## src/rtl/smmha_tcdm_arbiter.sv

```systemverilog
// Round-robin arbiter that shares one TCDM master port among N_REQ requesters and routes responses back in order.
// Optional per-requester grant and stall counters are enabled with `define SMMHA_ARB_STATS_EN.
module smmha_tcdm_arbiter #(
  parameter int unsigned N_REQ           = 2,
  parameter int unsigned ADDR_WIDTH      = 32,
  parameter int unsigned DATA_WIDTH      = 32,
  parameter int unsigned MAX_OUTSTANDING = 4
) (
  input  logic                                    clk_i,
  input  logic                                    rst_ni,
  input  logic                                    clear_i,
  input  logic [N_REQ-1:0]                        in_req_i,
  output logic [N_REQ-1:0]                        in_gnt_o,
  input  logic [N_REQ-1:0][ADDR_WIDTH-1:0]        in_add_i,
  input  logic [N_REQ-1:0]                        in_wen_i,
  input  logic [N_REQ-1:0][DATA_WIDTH/8-1:0]      in_be_i,
  input  logic [N_REQ-1:0][DATA_WIDTH-1:0]        in_data_i,
  output logic [DATA_WIDTH-1:0]                   in_r_data_o,
  output logic [N_REQ-1:0]                        in_r_valid_o,
  output logic                                    tcdm_req_o,
  input  logic                                    tcdm_gnt_i,
  output logic [ADDR_WIDTH-1:0]                   tcdm_add_o,
  output logic                                    tcdm_wen_o,
  output logic [DATA_WIDTH/8-1:0]                 tcdm_be_o,
  output logic [DATA_WIDTH-1:0]                   tcdm_data_o,
  input  logic [DATA_WIDTH-1:0]                   tcdm_r_data_i,
  input  logic                                    tcdm_r_valid_i,
  output logic                                    busy_o,
  output logic [$clog2(MAX_OUTSTANDING):0]        outstanding_o,
  output logic                                    err_o
`ifdef SMMHA_ARB_STATS_EN
  ,
  output logic [N_REQ-1:0][31:0]                  stat_gnt_cnt_o,
  output logic [31:0]                             stat_stall_cnt_o
`endif
);

  localparam int unsigned IDX_W = (N_REQ > 1) ? $clog2(N_REQ) : 1;
  localparam int unsigned PTR_W = (MAX_OUTSTANDING > 1) ? $clog2(MAX_OUTSTANDING) : 1;
  localparam int unsigned CNT_W = $clog2(MAX_OUTSTANDING) + 1;

  logic [IDX_W-1:0] ptr_q, ptr_d;
  logic [PTR_W-1:0] head_q, head_d, tail_q, tail_d;
  logic [CNT_W-1:0] cnt_q, cnt_d;
  logic             err_q, err_d;
  logic [MAX_OUTSTANDING-1:0][IDX_W-1:0] id_q;

  logic [IDX_W-1:0] win;
  logic             full, empty, hs, pop;

  // First requester at or after ptr, wrapping modulo N_REQ.
  function automatic logic [IDX_W-1:0] rr_pick(input logic [N_REQ-1:0] req,
                                               input logic [IDX_W-1:0] ptr);
    int unsigned j;
    rr_pick = ptr;
    for (int unsigned k = N_REQ; k > 0; k--) begin
      j = 32'(ptr) + k - 1;
      if (j >= N_REQ) j = j - N_REQ;
      if (req[j]) rr_pick = IDX_W'(j);
    end
  endfunction

  assign win   = rr_pick(in_req_i, ptr_q);
  assign full  = (cnt_q == CNT_W'(MAX_OUTSTANDING));
  assign empty = (cnt_q == '0);

  assign tcdm_req_o = (|in_req_i) & ~full;
  assign hs         = tcdm_req_o & tcdm_gnt_i;
  assign pop        = tcdm_r_valid_i & ~empty;

  always_comb begin
    tcdm_add_o  = '0;
    tcdm_wen_o  = 1'b0;
    tcdm_be_o   = '0;
    tcdm_data_o = '0;
    in_gnt_o    = '0;
    if (tcdm_req_o) begin
      tcdm_add_o  = in_add_i[win];
      tcdm_wen_o  = in_wen_i[win];
      tcdm_be_o   = in_be_i[win];
      tcdm_data_o = in_data_i[win];
    end
    if (hs) in_gnt_o[win] = 1'b1;
  end

  always_comb begin
    in_r_valid_o = '0;
    if (pop) in_r_valid_o[id_q[head_q]] = 1'b1;
  end
  assign in_r_data_o = tcdm_r_data_i;

  // Pointer only moves on a handshake so a stalled winner stays put.
  always_comb begin
    ptr_d  = ptr_q;
    head_d = head_q;
    tail_d = tail_q;
    cnt_d  = cnt_q;
    err_d  = err_q | (tcdm_r_valid_i & empty);
    if (hs) begin
      ptr_d  = (win == IDX_W'(N_REQ - 1)) ? '0 : win + 1'b1;
      tail_d = tail_q + 1'b1;
    end
    if (pop) head_d = head_q + 1'b1;
    case ({hs, pop})
      2'b10:   cnt_d = cnt_q + 1'b1;
      2'b01:   cnt_d = cnt_q - 1'b1;
      default: cnt_d = cnt_q;
    endcase
  end

  always_ff @(posedge clk_i) begin
    if (!rst_ni || clear_i) begin
      ptr_q  <= '0;
      head_q <= '0;
      tail_q <= '0;
      cnt_q  <= '0;
      err_q  <= 1'b0;
    end else begin
      ptr_q  <= ptr_d;
      head_q <= head_d;
      tail_q <= tail_d;
      cnt_q  <= cnt_d;
      err_q  <= err_d;
    end
  end

  always_ff @(posedge clk_i) begin
    if (hs) id_q[tail_q] <= win;
  end

  assign busy_o        = (cnt_q != '0);
  assign outstanding_o = cnt_q;
  assign err_o         = err_q;

`ifdef SMMHA_ARB_STATS_EN
  logic [N_REQ-1:0][31:0] gnt_cnt_q;
  logic [31:0]            stall_cnt_q;

  always_ff @(posedge clk_i) begin
    if (!rst_ni || clear_i) begin
      gnt_cnt_q   <= '0;
      stall_cnt_q <= '0;
    end else begin
      for (int i = 0; i < int'(N_REQ); i++)
        if (in_gnt_o[i] && gnt_cnt_q[i] != '1) gnt_cnt_q[i] <= gnt_cnt_q[i] + 32'd1;
      if ((|in_req_i) && !hs && stall_cnt_q != '1) stall_cnt_q <= stall_cnt_q + 32'd1;
    end
  end

  assign stat_gnt_cnt_o   = gnt_cnt_q;
  assign stat_stall_cnt_o = stall_cnt_q;
`endif

endmodule

```

## config.mk

```make
export PLATFORM = sky130hd
export DESIGN_NAME = smmha_tcdm_arbiter
export DESIGN_NICKNAME = d
export VERILOG_FILES = /design/src/rtl/smmha_tcdm_arbiter.sv
export SDC_FILE = /design/constraint.sdc
export NUM_CORES = 1
export LEC_CHECK = 0
export CAP_MARGIN = 20
export CORE_AREA = 2 2 111 113
export CTS_BUF_LIST = sky130_fd_sc_hd__clkbuf_2
export DETAILED_ROUTE_END_ITERATION = 10
export DIE_AREA = 0 0 113 115
export GPL_TIMING_DRIVEN = 0
export PLACE_DENSITY = 0.7
export SLEW_MARGIN = 0
export SYNTH_ARGS = -nofsm -noshare
export SYNTH_HDL_FRONTEND = slang
export SYNTH_SLANG_ARGS = --single-unit
```

## constraint.sdc

```tcl
create_clock -name clk_i -period 2.94 [get_ports clk_i]
set_input_delay 0.588 -clock clk_i [delete_from_list [all_inputs] [get_ports clk_i]]
set_output_delay 0.588 -clock clk_i [all_outputs]
set_load 0.01 [all_outputs]
```

==> summary.md <==
| Metric | Value |
|---|---|
| # hold bufs at CTS | `0` |
| Routed Antenna Nets | `0` |
| Worst setup startpoint | `in_req_i[0]` |
| Synth top area share | `44.2%` |
| Startpoint types | `input port` |
| Synth cell types | `32` |
| Num rows | `40` |
| CTS root buffer | `clkbuf_2` |
| Htree depth | `1` |
| Pin count of the biggest net entering global routing | `11` |
| Number of placed I/O pins | `288` |
| Worst Hold Class | `reg2reg` |
| Max FO, Critical Path | `10` |
| Via density | `5.37` |
| Multi-input logic area | `1840 µm²` |
| Residual DRC count | `9` |
| Final cell count without fillers | `779` |
| Reg area | `308 µm²` |
| Share of layout cells above drive strength 1 | `13.3%` |
| Mapped Cells | `374` |
| Via count | `4,186` |
| Synth area leader | `o2111ai_1` |
| Slowest CP cell | `clkdlybuf4s50_1` |
| Min-delay src | `err_o$_SDFF_PP0_` |
| First drt pass iteration count | `8` |
| Slew Limit Fails | `0` |
| Area Overhead vs Synth | `103%` |
| Initial core utilization | `23.2%` |
| CTS Buf Count | `3` |
| Leak | `0.00219 µW` |
| Fin crit share | `96.6%` |
| Worst vdd ir | `71.2 µV` |
| Cell Chain, Critical Path | `buf_2 > inv_2 > clkbuf_1 > o2111ai_1 > nand2_1 > clkdlybuf4s50_1` |
| Initial antenna violation count | `1` |
| Global route overflow | `0` |
| Yosys reg bits | `13` |
| FILL cells | `1,143` |
| F_max | `0.352 GHz` |
| CTS tree | `built` |
| Clock sink total | `13` |
| Final Hold Slack | `0.505 ns` |
| # diodes | `0` |
| WL/cell | `18.8 µm` |
| Synth top area cells | `o2111ai_1, nand2_1, buf_4` |
| Chip height | `115 µm` |
| Starting DRC count in detailed routing | `274` |
| Placed wire-length estimate | `11,700 µm` |
| Clock Latency Late Sink | `0.29 ns` |
| Total wire length | `14,700 µm` |
| GRT Total Usage | `20.7%` |
| Unrepaired setup endpoints after global routing | `true` |
| Clock-pin slew on the worst setup and hold paths | `0.14 ns` |
| CP Capture Type | `output pin` |
| Final Hold Fails | `0` |
| Total of warnings raised by yosys | `0` |
| Part of the Yosys area used for sequential elements | `11.0%` |
| Failing checks | `DRC` |
| GPL Wtd Cong | `0.871` |
| Number of max-cap violations | `0` |
| Quantity of I/O buffers inserted on ports | `254` |
| Number of global-route vias before repair | `4,120` |
| First-pass GRT wire length | `22,000 µm` |
| Die footprint | `13,000 µm²` |
| Crit Path Class | `in2out` |
| Worst r2r src | `outstanding_o[2]$_SDFFE_PP0P_` |
| Clk buf depth | `2` |
| Required @ worst endpoint | `2.35 ns` |
| Synthesized net count | `557` |
| Max incr delay on CP | `0.54 ns` |
| Worst path bufs/invs | `4` |
| CORE AREA | `11,800 µm²` |
| Final min period | `2.84 ns` |
| Worst rel slew slack | `56.3%` |
| Syn Area/Cell | `7.32 µm²` |
| Power per cell area | `192 nW/µm²` |
| Final setup vio count | `0` |
| Tot Pwr | `1070 µW` |
| Worst-margin pin slew | `0.654 ns` |
| Inst Count DP | `775` |
| Status | `complete, but fails checks` |
| Fin nets | `816` |
| Cell Area, Synth | `2740 µm²` |
| Worst path top cell family by delay | `buffers and inverters` |
| Die Span X | `113 µm` |
| Worst Path Arrival | `2.25 ns` |
| Clk_skew | `0.00489 ns` |
==> power breakdown <==
group	switching (µW)	total, µW	internal [µW]
registers	7.45	197	190
clock network	64.3	100	36.1
logic	313	770	458
==> final cells by class <==
cell class,instances,share of cell area (%)
Clock buffer,4,0.361
Timing Repair Buffer,255,45.7
Inverter,10,0.766
Tap cell,147,3.31
Multi-Input combinational cell,257,33.2
Buffer,93,11.1
Sequential cell,13,5.54
==> cell families (layout without fill, tap and decap cells) <==
| logic type | Yosys count | in the layout | share of synthesized area [%] |
|---|---|---|---|
| AO/OA/AOI/OAI | 152 | 152 | 47.1 |
| buffers and inverters | 104 | 362 | 22.3 |
| AND/OR/NAND/NOR | 93 | 93 | 14.2 |
| flip-flops | 13 | 13 | 11.0 |
| adder cells (fa/ha/maj) | 7 | 7 | 3.38 |
| XOR/XNOR | 4 | 4 | 1.28 |
| multiplexers | 1 | 1 | 0.823 |
==> cell usage after synthesis <==
library cell    n
inv_1           7
nor3_1          1
or3b_2          1
a21oi_1         7
o21ai_0         4
nand2b_1        1
fa_1            1
dfxtp_1         9
a211oi_1        1
or3_1           2
buf_2           4
o2111ai_1     138
buf_6          12
ha_1            5
nor3b_1         1
o31ai_1         1
nand3_1         2
clkbuf_1       42
inv_2           2
or3b_1          1
xor2_1          4
buf_1           3
and3_1          5
clkinv_1        1
nor2b_1         1
mux4_2          1
buf_4          33
edfxtp_1        4
o311ai_0        1
maj3_1          1
nor2_1          8
nand2_1        70
==> worst register-to-register path, delay by kind of cell (launching register included) <==
kind	cells	cell delay, ns
adders and majority gates	2	0.57
AOI/OAI and AO/OA	2	0.28
buffers and inverters	1	0.07
and+or+nand+nor	3	0.99
xor gates and xnor gates	1	0.16
DFF	1	0.41
==> placed cells by master (no fill, tap or decap), types with 2 or more instances in the layout <==
cell	n
clkdlybuf4s50_1	243
xor2_1	4
inv_2	2
o21ai_0	4
dfxtp_2	3
dlygate4sd2_1	10
clkbuf_2	11
a21oi_1	6
buf_2	6
inv_1	7
nor2_1	8
or3_1	2
ha_1	5
and3_1	5
clkbuf_1	27
o2111ai_2	2
o2111ai_1	136
buf_4	35
edfxtp_1	4
nand3_1	2
nand2_1	70
buf_6	13
clkbuf_4	6
dfxtp_1	5
==> metrics by stage <==
step	worst slack [ns]	area [µm²]	setup TNS [ns]	util (%)
floorplan	0.587	2740	0	-
global placement	-0.419	5460	-12.94	46.3
detailed placement	-0.453	5460	-14.76	46.3
CTS	-0.0139	5530	-0.0502	46.8
global route	-0.00683	5550	-0.00683	47.0
finish	0.101	5550	0	47.0
==> registers in the layout, summed over array words and instances, names as in the netlist <==
register       flops
id_q               4
outstanding_o      3
head_q             2
tail_q             2
err_o              1
ptr_q              1
==> path summary, 6_finish.rpt <==
check	to	slack, ns	cells after the start
setup reg to reg	outstanding_o[2]$_SDFFE_PP0P_	0.40	9
hold / removal	err_o$_SDFF_PP0_	0.50	2
setup / recovery	tcdm_add_o[19]	0.10	6
hold reg to reg	err_o$_SDFF_PP0_	0.50	2
==> repair_timing <==
action                                 in CTS  in global routing
gates cloned                                0                  1
endpoints found under the hold margin       0                  0
pin swaps                                   0                  0
setup endpoints to repair                  71                 61
setup buffers                               0                  0
resized for setup                          40                 12
==> metal layers <==
layer | routed length (µm) | up-vias | share of wire, % | global-route usage [%]
met1 | 5910 | 1959 | 40 | 25.3
met4 | 386 | 0 | 2.6 | 6.50
met5 | 0 | - | 0 | 0
met2 | 7220 | 194 | 49 | 36.2
li1 | - | 2005 | - | -
met3 | 1150 | 28 | 7.9 | 4.85
No activity file was read; power rests on OpenSTA's default activity.
